===== src/rtl/aes_pkg.sv =====
// Shared AES datapath types and sizes for the word-to-block assembler.
package aes_pkg;

  localparam int unsigned AES_NW = 4;
  localparam int unsigned AES_NB = 4;

  typedef logic [3:0][7:0]  word_t;
  typedef logic [15:0][7:0] state_t;

  typedef enum logic {FILL, FULL} asm_state_e;

endpackage


===== src/rtl/mod_word_slot.sv =====
// One NB-byte column register of the assembled AES state, with load enable and async clear.
module mod_word_slot
  import aes_pkg::*;
#(
  parameter int unsigned NB = AES_NB
) (
  input  logic             clk,
  input  logic             clr,
  input  logic             ld,
  input  logic [NB-1:0][7:0] d,
  output logic [NB-1:0][7:0] q
);

  always_ff @(posedge clk or posedge clr) begin
    if (clr) begin
      q <= '0;
    end else if (ld) begin
      q <= d;
    end
  end

endmodule


===== src/rtl/mod_reg16_4to16.sv =====
// Collects NW 32-bit AES columns into a 128-bit state and holds it until consumed.
// Optional sticky overflow flag on dropped writes: define MOD_REG16_OVF_EN.
module mod_reg16_4to16
  import aes_pkg::*;
#(
  parameter int unsigned NW = AES_NW,
  parameter int unsigned NB = AES_NB
) (
  input  logic                      clk,
  input  logic                      resetn,
  input  logic                      wr_en,
  input  logic [NB-1:0][7:0]        i,
  input  logic                      rd_en,
  output logic [NW*NB-1:0][7:0]     o,
  output logic                      reg_full,
  output logic [$clog2(NW+1)-1:0]   count
`ifdef MOD_REG16_OVF_EN
  ,
  output logic                      ovf
`endif
);

  localparam int unsigned CW = $clog2(NW + 1);
  localparam int unsigned PW = (NW > 1) ? $clog2(NW) : 1;

  asm_state_e    state;
  logic [PW-1:0] wr_ptr;
  logic [NW-1:0] slot_ld;

  // A release cycle (FULL with rd_en) also accepts a write into slot 0.
  for (genvar k = 0; k < NW; k++) begin : g_slot
    assign slot_ld[k] = wr_en & (wr_ptr == PW'(k)) & ((state == FILL) | rd_en);

    mod_word_slot #(
      .NB(NB)
    ) u_slot (
      .clk(clk),
      .clr(resetn),
      .ld (slot_ld[k]),
      .d  (i),
      .q  (o[NB*k +: NB])
    );
  end

  always_ff @(posedge clk or posedge resetn) begin
    if (resetn) begin
      state    <= FILL;
      wr_ptr   <= '0;
      count    <= '0;
      reg_full <= 1'b0;
`ifdef MOD_REG16_OVF_EN
      ovf      <= 1'b0;
`endif
    end else begin
      unique case (state)
        FILL: begin
          if (wr_en) begin
            if (wr_ptr == PW'(NW - 1)) begin
              state    <= FULL;
              reg_full <= 1'b1;
              wr_ptr   <= '0;
              count    <= CW'(NW);
            end else begin
              wr_ptr <= wr_ptr + PW'(1);
              count  <= count + CW'(1);
            end
          end
        end
        FULL: begin
          if (rd_en) begin
            state    <= FILL;
            reg_full <= 1'b0;
            if (wr_en) begin
              wr_ptr <= PW'(1);
              count  <= CW'(1);
            end else begin
              wr_ptr <= '0;
              count  <= '0;
            end
          end else if (wr_en) begin
`ifdef MOD_REG16_OVF_EN
            ovf <= 1'b1;
`endif
          end
        end
        default: state <= FILL;
      endcase
    end
  end

endmodule


===== config.mk =====
export PLATFORM = sky130hd
export DESIGN_NAME = mod_reg16_4to16
export DESIGN_NICKNAME = d
export VERILOG_FILES = /design/src/rtl/aes_pkg.sv /design/src/rtl/mod_word_slot.sv /design/src/rtl/mod_reg16_4to16.sv
export SDC_FILE = /design/constraint.sdc
export NUM_CORES = 1
export LEC_CHECK = 0
export BUFFER_PORTS_ARGS = -buffer_cell sky130_fd_sc_hd__buf_4
export CAP_MARGIN = 20
export CORE_UTILIZATION = 35
export DETAILED_ROUTE_END_ITERATION = 10
export SLEW_MARGIN = 10
export SYNTH_ARGS = -nofsm -noshare
export SYNTH_HDL_FRONTEND = slang
export SYNTH_HIERARCHICAL = 1
export SYNTH_SLANG_ARGS = --single-unit
export TNS_END_PERCENT = 10

===== constraint.sdc =====
create_clock -name clk -period 2 [get_ports clk]
set_clock_uncertainty 0.05 [all_clocks]
set_input_delay 0.2 -clock clk [delete_from_list [all_inputs] [get_ports clk]]
set_output_delay 0.2 -clock clk [all_outputs]
set_load 0.01 [all_outputs]

==> out/qor.yml, run 1 <==
outcome:
  status: "completed"
logic_synthesis:
  yosys.area.top_type: "dfrtp_1"
  synth_edf_count: 0
  seq_area_frac_synth_pct: 57.8
  synth_nets: 364
  async_reset_ff_share_pct: 100
  synth_area_per_cell_sq_um: 18.2
  netlist_instances: 322
  yosys_warnings: 6
  ys_dominant_reg_cell: "dfrtp_1"
  synth_top_cell_area_share_pct: 57.8
  synthTopCellsByArea: "dfrtp_1, mux2_4, buf_12"
  synth_cell_types: 25
  synth_seq_cells: 135
  syn_area_sq_um: 5840
finish:
  fin_cells: 764
  finalNetCount: 577
  diodes: 0
  nFillCells: 1402
  layout-drive-gt1-share_pct: 63.1
  syn2layout_area_growth_pct: 39.0
global_routing:
  grt_pass1_wl_um: 22900
  grt_usage_pct: 17.5
  overflow: 0
  antenna_found_initial: 0
  first_global_vias: 3820
  grt_max_degree: 28
floorplanning:
  rows: 46
  die_h_um: 131
  dieArea_sq_um: 17200
  ios: 168
  fp.coreArea_sq_um: 16100
  start_util_pct: 36.3
  die_w_um: 131
setup_path:
  path_cells: "nand2b_1 -> and3_2 -> buf_12 -> mux2_4"
  crit_family: "simple AND/OR/NAND/NOR gates"
  slowest_stage: "dfrtp_1"
  worstSetupStartpointType: "register"
  critPathCaptureType: "register"
  timing.critical_path.buf_inv: 1
  critical_path.max_fanout: 14
  worstSetupPathType: "register to register"
  cp.arrival_ns: 2.04
  critPathRequiredTime_ns: 2.24
  cp_slowest_stage_delay_ns: 0.44
sta:
  finalWorstPathRequiredPeriod_ns: 1.80
  drv_slew: 0
  slew_headroom_pct: 48.5
  period_share_pct: 90.1
  tns_ns: 0
  tightest_slew_ns: 0.768
  max_freq_mhz: 555
  hold_viol_final: 0
  setup_slack_ns: 0.198
  setup_violations: 0
  rsz0062_at_grt: "false"
cts:
  cts_setup_buffers: 0
  cts_tree: "yes"
  clk_latency_ns: 0.42
  hold_buffers: 32
  cts.sinks: 135
  cts_max_level: 4
  cts_made_buffers: 17
  post_cts_resize_count: 0
  cts_root_buf: "clkbuf_16"
  cts_buffer_depth: 2
  clkSlewWorstSetupHoldPaths_ns: 0.06
power_and_ir_drop:
  clock_power_share_pct: 20.5
  leakage_uw: 0.00392
  p_int_uw: 9920
  switching_share_pct: 31.2
  seqPwrFrac_pct: 35.3
  vdd_ir_drop_max_uv: 722
  p_comb_share_pct: 44.2
  powerDensity_nw_per_um2: 1780
  p_sw_uw: 4500
route:
  drtPass1Iterations: 4
  drt_iter0_drc: 85
  avgRoutedWirePerCell_um: 18.4
  vias: 3472
  drc_errors: 0
  wl_um: 14000
  vias_per_cell: 4.54
  drtAntennaViolNets: 0
placement:
  gp_congestion: 0.713
  dp_worst_setup_slack_ns: 0.202
  place_hpwl_um: 9640
  placed_cells: 700
  port_buffers: 167
job:
  drv_cap: 0
hold_path:
  min_path_type: "primary input to register"
-- final timing paths --
path,startpoint,depth (start not counted),to,slack [ns]
max,state,4,g_slot[2].u_slot/q[18],0.20
min,i[10],2,g_slot[3].u_slot/q[10],0.01
max reg2reg,state,4,g_slot[2].u_slot/q[18],0.20
min reg2reg,g_slot[0].u_slot/q[26],1,g_slot[0].u_slot/q[26],0.46
max in group asynchronous,resetn,4,g_slot[3].u_slot/q[18],0.93
min in group asynchronous,resetn,3,g_slot[1].u_slot/q[5],0.24
-- cell families after synthesis --
kind of cell,after synthesis,synth area share (%)
multiplexers,128,32.4
adder cells (fa/ha/maj),6,1.28
flip-flops,135,57.8
AND/OR/NAND/NOR,15,1.43
buffers and inverters,27,5.67
AO/OA/AOI/OAI,11,1.43
-- worst reg2reg max path, delay by kind of cell (launching register included) --
family,cells,cell delay (ns)
flops,1,0.44
buf+inv,1,0.21
simple gates,2,0.66
mux,1,0.32
-- metrics by stage --
| step | instance area [sq um] | hold WS, ns | util [%] | power (uW) |
|---|---|---|---|---|
| global placement | 7240 | 0.118 | 44.9 | 11300 |
| global route | 8120 | 0.000791 | 50.4 | 15200 |
| floorplan | 5840 | -0.0466 | - | 8730 |
| detailed placement | 7240 | 0.125 | 44.9 | 11500 |
| finish | 8120 | 0.0143 | 50.4 | 14400 |
| CTS | 8120 | 0.00177 | 50.4 | 14600 |
-- power by group through the flow --
stage | logic [uW] | registers (uW) | clock network (uW)
floorplan | 3170 | 5570 | 0
global placement | 6290 | 5060 | 0
detailed placement | 6400 | 5080 | 0
CTS | 6450 | 5100 | 3030
global route | 6740 | 5280 | 3170
finish | 6380 | 5100 | 2960
-- metal layers --
| metal | part of all wire [%] | up-vias | GRT usage [%] |
|---|---|---|---|
| met1 | 45 | 1786 | 22.3 |
| met4 | 2.0 | 0 | 6.93 |
| met5 | 0 | - | 0 |
| met2 | 49 | 115 | 28.4 |
| met3 | 4.5 | 21 | 4.51 |
| li1 | - | 1550 | - |
-- registers in the layout, summed over array words and instances (netlist names) --
signal           flops
state                1
reg_full             1
g_slot.u_slot/q    128
wr_ptr               2
count                3
-- area by class of cell --
type                       count  area [sq um]  area share [%]
clock buffer                  19           443            5.45
clock inverter                13           125            1.54
inverter                       9          33.8           0.416
multi-input combinational    160          2140            26.3
sequential                   135          3380            41.6
tap                          216           270            3.33
timing repair buffer         212          1730            21.3
-- synthesized netlist by cell type (2+ instances only) --
master,instances
nand2_1,4
ha_1,6
inv_1,9
a21oi_1,2
buf_6,4
mux2_4,120
mux2_2,8
dfrtp_1,135
nand2b_1,2
buf_12,12
and3_1,4
o21ai_0,2
nor2_1,2
-- cell usage in the layout, fill, tap and decap left out, types with 2 or more instances in the layout --
| cell | n |
|---|---|
| clkbuf_16 | 17 |
| o21ai_0 | 2 |
| dfrtp_1 | 135 |
| dlygate4sd3_1 | 32 |
| inv_1 | 5 |
| mux2_4 | 120 |
| a21oi_1 | 2 |
| clkinvlp_4 | 5 |
| inv_6 | 2 |
| nor2_1 | 2 |
| and3_2 | 4 |
| nand2b_1 | 2 |
| mux2_2 | 8 |
| buf_12 | 5 |
| clkinv_4 | 4 |
| ha_1 | 6 |
| clkinv_1 | 4 |
| nand2_1 | 4 |
| buf_4 | 175 |
Power figures use the tool's default switching activity.
==> run 2: changes to the inputs <==
--- a/config.mk
+++ b/config.mk
@@ -7,8 +7,11 @@
 export LEC_CHECK = 0
 export BUFFER_PORTS_ARGS = -buffer_cell sky130_fd_sc_hd__buf_4
 export CAP_MARGIN = 20
+export CELL_PAD_IN_SITES_DETAIL_PLACEMENT = 1
+export CELL_PAD_IN_SITES_GLOBAL_PLACEMENT = 2
 export CORE_UTILIZATION = 35
 export DETAILED_ROUTE_END_ITERATION = 10
+export PLACE_DENSITY_LB_ADDON = 0.1
 export SLEW_MARGIN = 10
 export SYNTH_ARGS = -nofsm -noshare
 export SYNTH_HDL_FRONTEND = slang
==> run 2 against run 1 <==
  * Combinational power increased by 0.9%
  * Final cell count decreased by 0.65%
  * Register-to-register slack improved by 0.03 ns
  * Total power decreased by 0.55%
  * Hold slack improved by 0.0043 ns
  * Critical path depth unchanged
  * Flip-flop and latch count unchanged
  * Critical path type unchanged
  * Via count increased by 0.35%
==> out/qor.yml, run 2 (synthesized netlist as in run 1, its figures left out) <==
cts:
  cts_tree: "yes"
  cts.sinks: 135
  clk_latency_ns: 0.41
  cts_made_buffers: 17
  clkSlewWorstSetupHoldPaths_ns: 0.06
  cts_setup_buffers: 0
  cts_max_level: 4
  cts_buffer_depth: 2
  hold_buffers: 31
  post_cts_resize_count: 0
  cts_root_buf: "clkbuf_16"
placement:
  postPlaceCellArea_sq_um: 7220
  placed_cells: 699
  gp_congestion: 0.741
  place_hpwl_um: 10100
  port_buffers: 167
setup_path:
  worstSetupStartpointType: "register"
  crit_family: "simple AND/OR/NAND/NOR gates"
  critical_path.max_fanout: 32
  cp_slowest_stage_delay_ns: 0.44
  critPathRequiredTime_ns: 2.24
  critPathCaptureType: "register"
  slowest_stage: "dfrtp_1"
  cp.arrival_ns: 2.01
  timing.critical_path.buf_inv: 1
  path_cells: "nand2b_1 -> and3_2 -> buf_12 -> mux2_2"
  worstSetupPathType: "register to register"
floorplanning:
  ios: 168
  die_h_um: 131
  rows: 46
  fp.coreArea_sq_um: 16100
  die_w_um: 131
  dieArea_sq_um: 17200
  start_util_pct: 36.3
route:
  drtAntennaViolNets: 0
  avgRoutedWirePerCell_um: 20.1
  drt_iter0_drc: 95
  wl_met1_um: 6610
  wl_met3_um: 824
  topRoutingLayerUsed: "met4"
  drtPass1Iterations: 4
  drc_errors: 0
  vias_per_cell: 4.59
  vias: 3484
  wl_um: 15300
  wl_met2_um: 7580
outcome:
  status: "completed"
finish:
  finalNetCount: 575
  fin_util_pct: 49.9
  final_area_sq_um: 8050
  ff_latch_area_sq_um: 3380
  syn2layout_area_growth_pct: 37.7
  largest_reg_flops: 128
  nFillCells: 1610
  top_register: "g_slot.u_slot/q"
  diodes: 0
  reg.largest.list: "g_slot.u_slot/q (128), count (3), wr_ptr (2)"
  layout-drive-gt1-share_pct: 62.6
  final_common_cell: "buf_4"
  multi_input_area_sq_um: 2140
  final_cell_mix: "buf_4, dfrtp_1, mux2_4, dlygate4sd3_1, clkbuf_16"
  fin_cells: 759
global_routing:
  grt_usage_pct: 19.0
  grt_pass1_wl_um: 24600
  first_global_vias: 4023
  grt_max_degree: 33
  overflow: 0
  antenna_found_initial: 0
job:
  drv_cap: 0
sta:
  finalWorstPathRequiredPeriod_ns: 1.77
  drv_slew: 0
  tns_ns: 0
  rsz0062_at_grt: "false"
  hold_viol_final: 0
  slew_headroom_pct: 46.7
  max_freq_mhz: 565
  period_share_pct: 88.5
  setup_violations: 0
  tightest_slew_ns: 0.799
  hold_ws_ns: 0.0186
power_and_ir_drop:
  powerDensity_nw_per_um2: 1780
  vdd_ir_drop_max_uv: 692
  leakage_uw: 0.00391
hold_path:
  min_path_type: "primary input to register"
[run 2: cell types whose count changed in the layout (fill, tap and decap cells not counted), moves of 2 or more]
cell | before | now
clkinvlp_4 | 5 | 0
clkinv_4 | 4 | 0
clkbuf_1 | 1 | 5
inv_6 | 2 | 0
inv_2 | 0 | 2
clkinv_1 | 4 | 2
clkinv_2 | 1 | 4
[run 2: layout make-up]
class	instances	area share, %
Sequential cell	135	42.0
Clock inverter	5	0.622
Timing Repair Buffer	210	21.2
Inverter	9	0.420
Clock buffer	24	5.86
Multi-Input combinational cell	160	26.6
Tap cell	216	3.36
[run 2: path summary, 6_finish.rpt]
check / startpoint / endpoint / cells after the start / slack [ns]
setup / recovery: state / g_slot[3].u_slot/q[10] / 4 / 0.23
hold / removal: i[11] / g_slot[2].u_slot/q[11] / 2 / 0.02
setup reg to reg: state / g_slot[3].u_slot/q[10] / 4 / 0.23
hold reg to reg: g_slot[3].u_slot/q[10] / g_slot[3].u_slot/q[10] / 1 / 0.46
max in group asynchronous: resetn / g_slot[3].u_slot/q[11] / 3 / 0.87
min in group asynchronous: resetn / count[2] / 3 / 0.30
[run 2: stage by stage]
| step | total power (uW) | setup slack [ns] |
|---|---|---|
| after CTS | 14500 | 0.214 |
| final | 14300 | 0.231 |
| after global routing | 15100 | 0.133 |
| after global placement | 11400 | 0.254 |
| after detailed placement | 11500 | 0.218 |
| after floorplan | 8730 | 0.425 |
[run 2: report_power, final]
group	internal (uW)	switching [uW]
sequential	4150	923
combinational	4010	2420
clock	1750	1090
total	9910	4440
[run 2: routing by layer]
metal	vias up	global-route usage, %
met3	14	5.90
met5	-	0
li1	1542	-
met4	0	6.41
met1	1825	23.5
met2	103	31.3
==> run 3: changes to the inputs <==
==> constraint.sdc (replaced) <==
create_clock -name clk -period 2.09 [get_ports clk]
set_clock_uncertainty 0.05 [all_clocks]
set_input_delay 0.209 -clock clk [delete_from_list [all_inputs] [get_ports clk]]
set_output_delay 0.209 -clock clk [all_outputs]
set_load 0.01 [all_outputs]
==> run 3 against run 2 <==
  * Global-route usage is 0.52 points lower
  * Final cell count fell by 2.1%
  * Combinational power decreased by 5.1%
==> out/qor.yml, run 3 (synthesized netlist as in run 1, its figures left out) <==
placement:
  postPlaceCellArea_sq_um: 7220
  place_hpwl_um: 10200
  gp_congestion: 0.725
  port_buffers: 167
cts:
  cts.sinks: 135
  cts_buffer_depth: 2
  clkSlewWorstSetupHoldPaths_ns: 0.06
  cts_made_buffers: 17
  cts_root_buf: "clkbuf_16"
  cts_max_level: 4
  clk_latency_ns: 0.41
  post_cts_resize_count: 0
  cts_tree: "yes"
setup_path:
  critPathCaptureType: "register"
  critPathRequiredTime_ns: 2.33
  worstSetupStartpointType: "register"
  cp.arrival_ns: 2.11
  worstSetupPathType: "register to register"
  critical_path.max_fanout: 16
sta:
  tightest_slew_ns: 0.897
  hold_viol_final: 0
  tns_ns: 0
  setup_violations: 0
  slew_headroom_pct: 40.1
  rsz0062_at_grt: "false"
  finalWorstPathRequiredPeriod_ns: 1.87
  max_freq_mhz: 534
  drv_slew: 0
  period_share_pct: 89.6
route:
  vias: 3366
  drt_iter0_drc: 93
  vias_per_cell: 4.53
  drc_errors: 0
  wl_um: 14800
  drtAntennaViolNets: 0
  avgRoutedWirePerCell_um: 19.9
  drtPass1Iterations: 4
global_routing:
  grt_usage_pct: 18.5
  grt_max_degree: 33
  first_global_vias: 3909
  overflow: 0
  grt_pass1_wl_um: 23900
  antenna_found_initial: 0
outcome:
  status: "completed"
floorplanning:
  die_w_um: 131
  fp.coreArea_sq_um: 16100
  rows: 46
  die_h_um: 131
  start_util_pct: 36.3
  dieArea_sq_um: 17200
  ios: 168
power_and_ir_drop:
  vdd_ir_drop_max_uv: 658
  powerDensity_nw_per_um2: 1740
  p_comb_share_pct: 44.7
  p_sw_uw: 4250
  clock_power_share_pct: 19.9
  seqPwrFrac_pct: 35.5
  switching_share_pct: 31.1
  p_int_uw: 9430
  leakage_uw: 0.00384
finish:
  ff_latch_area_sq_um: 3380
  multi_input_area_sq_um: 2140
  diodes: 0
  nFillCells: 1613
  layout-drive-gt1-share_pct: 65.3
  final_area_sq_um: 7890
  syn2layout_area_growth_pct: 34.9
  top_register: "g_slot.u_slot/q"
  fin_util_pct: 48.9
  final_cell_mix: "buf_4, dfrtp_1, mux2_4, clkbuf_16, dlygate4sd3_1"
  final_common_cell: "buf_4"
  reg.largest.list: "g_slot.u_slot/q (128), count (3), wr_ptr (2)"
  largest_reg_flops: 128
  finalNetCount: 558
job:
  drv_cap: 0
hold_path:
  min_path_type: "primary input to register"
[run 3: worst paths after layout]
| check | from | end | slack, ns | cells after the start |
|---|---|---|---|---|
| setup reg to reg | state | g_slot[0].u_slot/q[11] | 0.22 | 4 |
| setup / recovery | state | g_slot[0].u_slot/q[11] | 0.22 | 4 |
| max in group asynchronous | resetn | g_slot[0].u_slot/q[1] | 0.87 | 3 |
| min in group asynchronous | resetn | count[1] | 0.31 | 3 |
| hold / removal | i[29] | g_slot[2].u_slot/q[29] | 0.02 | 2 |
| hold reg to reg | reg_full | reg_full | 0.45 | 1 |
[run 3: area by class of cell]
cell class	count	share of cell area (%)
Clock buffer	20	5.66
Clock inverter	10	1.05
Tap cell	216	3.43
Inverter	9	0.428
Sequential cell	135	42.8
Timing Repair Buffer	193	19.5
Multi-Input combinational cell	160	27.1
[run 3: worst max-delay path, cell delays in order (launching register included)]
cell	delay, ns
dfrtp_1	0.44
nand2b_1	0.30
and3_2	0.28
buf_4	0.34
mux2_4	0.33
[run 3: routing by layer]
| metal | track usage, % | vias up | share of wire (%) |
|---|---|---|---|
| li1 | - | 1510 | - |
| met2 | 30.3 | 102 | 49 |
| met5 | 0 | - | 0 |
| met3 | 4.78 | 21 | 4.6 |
| met1 | 23.5 | 1733 | 45 |
| met4 | 6.60 | 0 | 1.4 |
[run 3: through the flow]
step | std cells | setup WS (ns) | hold WS, ns | total power (uW)
floorplan | 322 | 0.515 | -0.0376 | 8360
global placement | 699 | 0.307 | 0.166 | 10900
detailed placement | 699 | 0.216 | 0.163 | 11100
CTS | 743 | 0.203 | 0.000579 | 13900
global route | 743 | 0.115 | 0.00690 | 14500
finish | 743 | 0.217 | 0.0188 | 13700
[run 3: what timing repair did]
action | 4_1_cts | 5_1_grt
hold buffers | 14 | 0
setup buffers | 0 | 0
hold endpoints to repair | 111 | 0
[run 3: power by group through the flow]
| stage | clock (uW) | combinational (uW) | sequential (uW) |
|---|---|---|---|
| 6_report | 2720 | 6110 | 4860 |
| 5_1_grt | 2900 | 6530 | 5060 |
| 2_1_floorplan | 0 | 3030 | 5330 |
| 4_1_cts | 2790 | 6220 | 4870 |
| 3_3_place_gp | 0 | 6070 | 4860 |
| 3_5_place_dp | 0 | 6190 | 4860 |
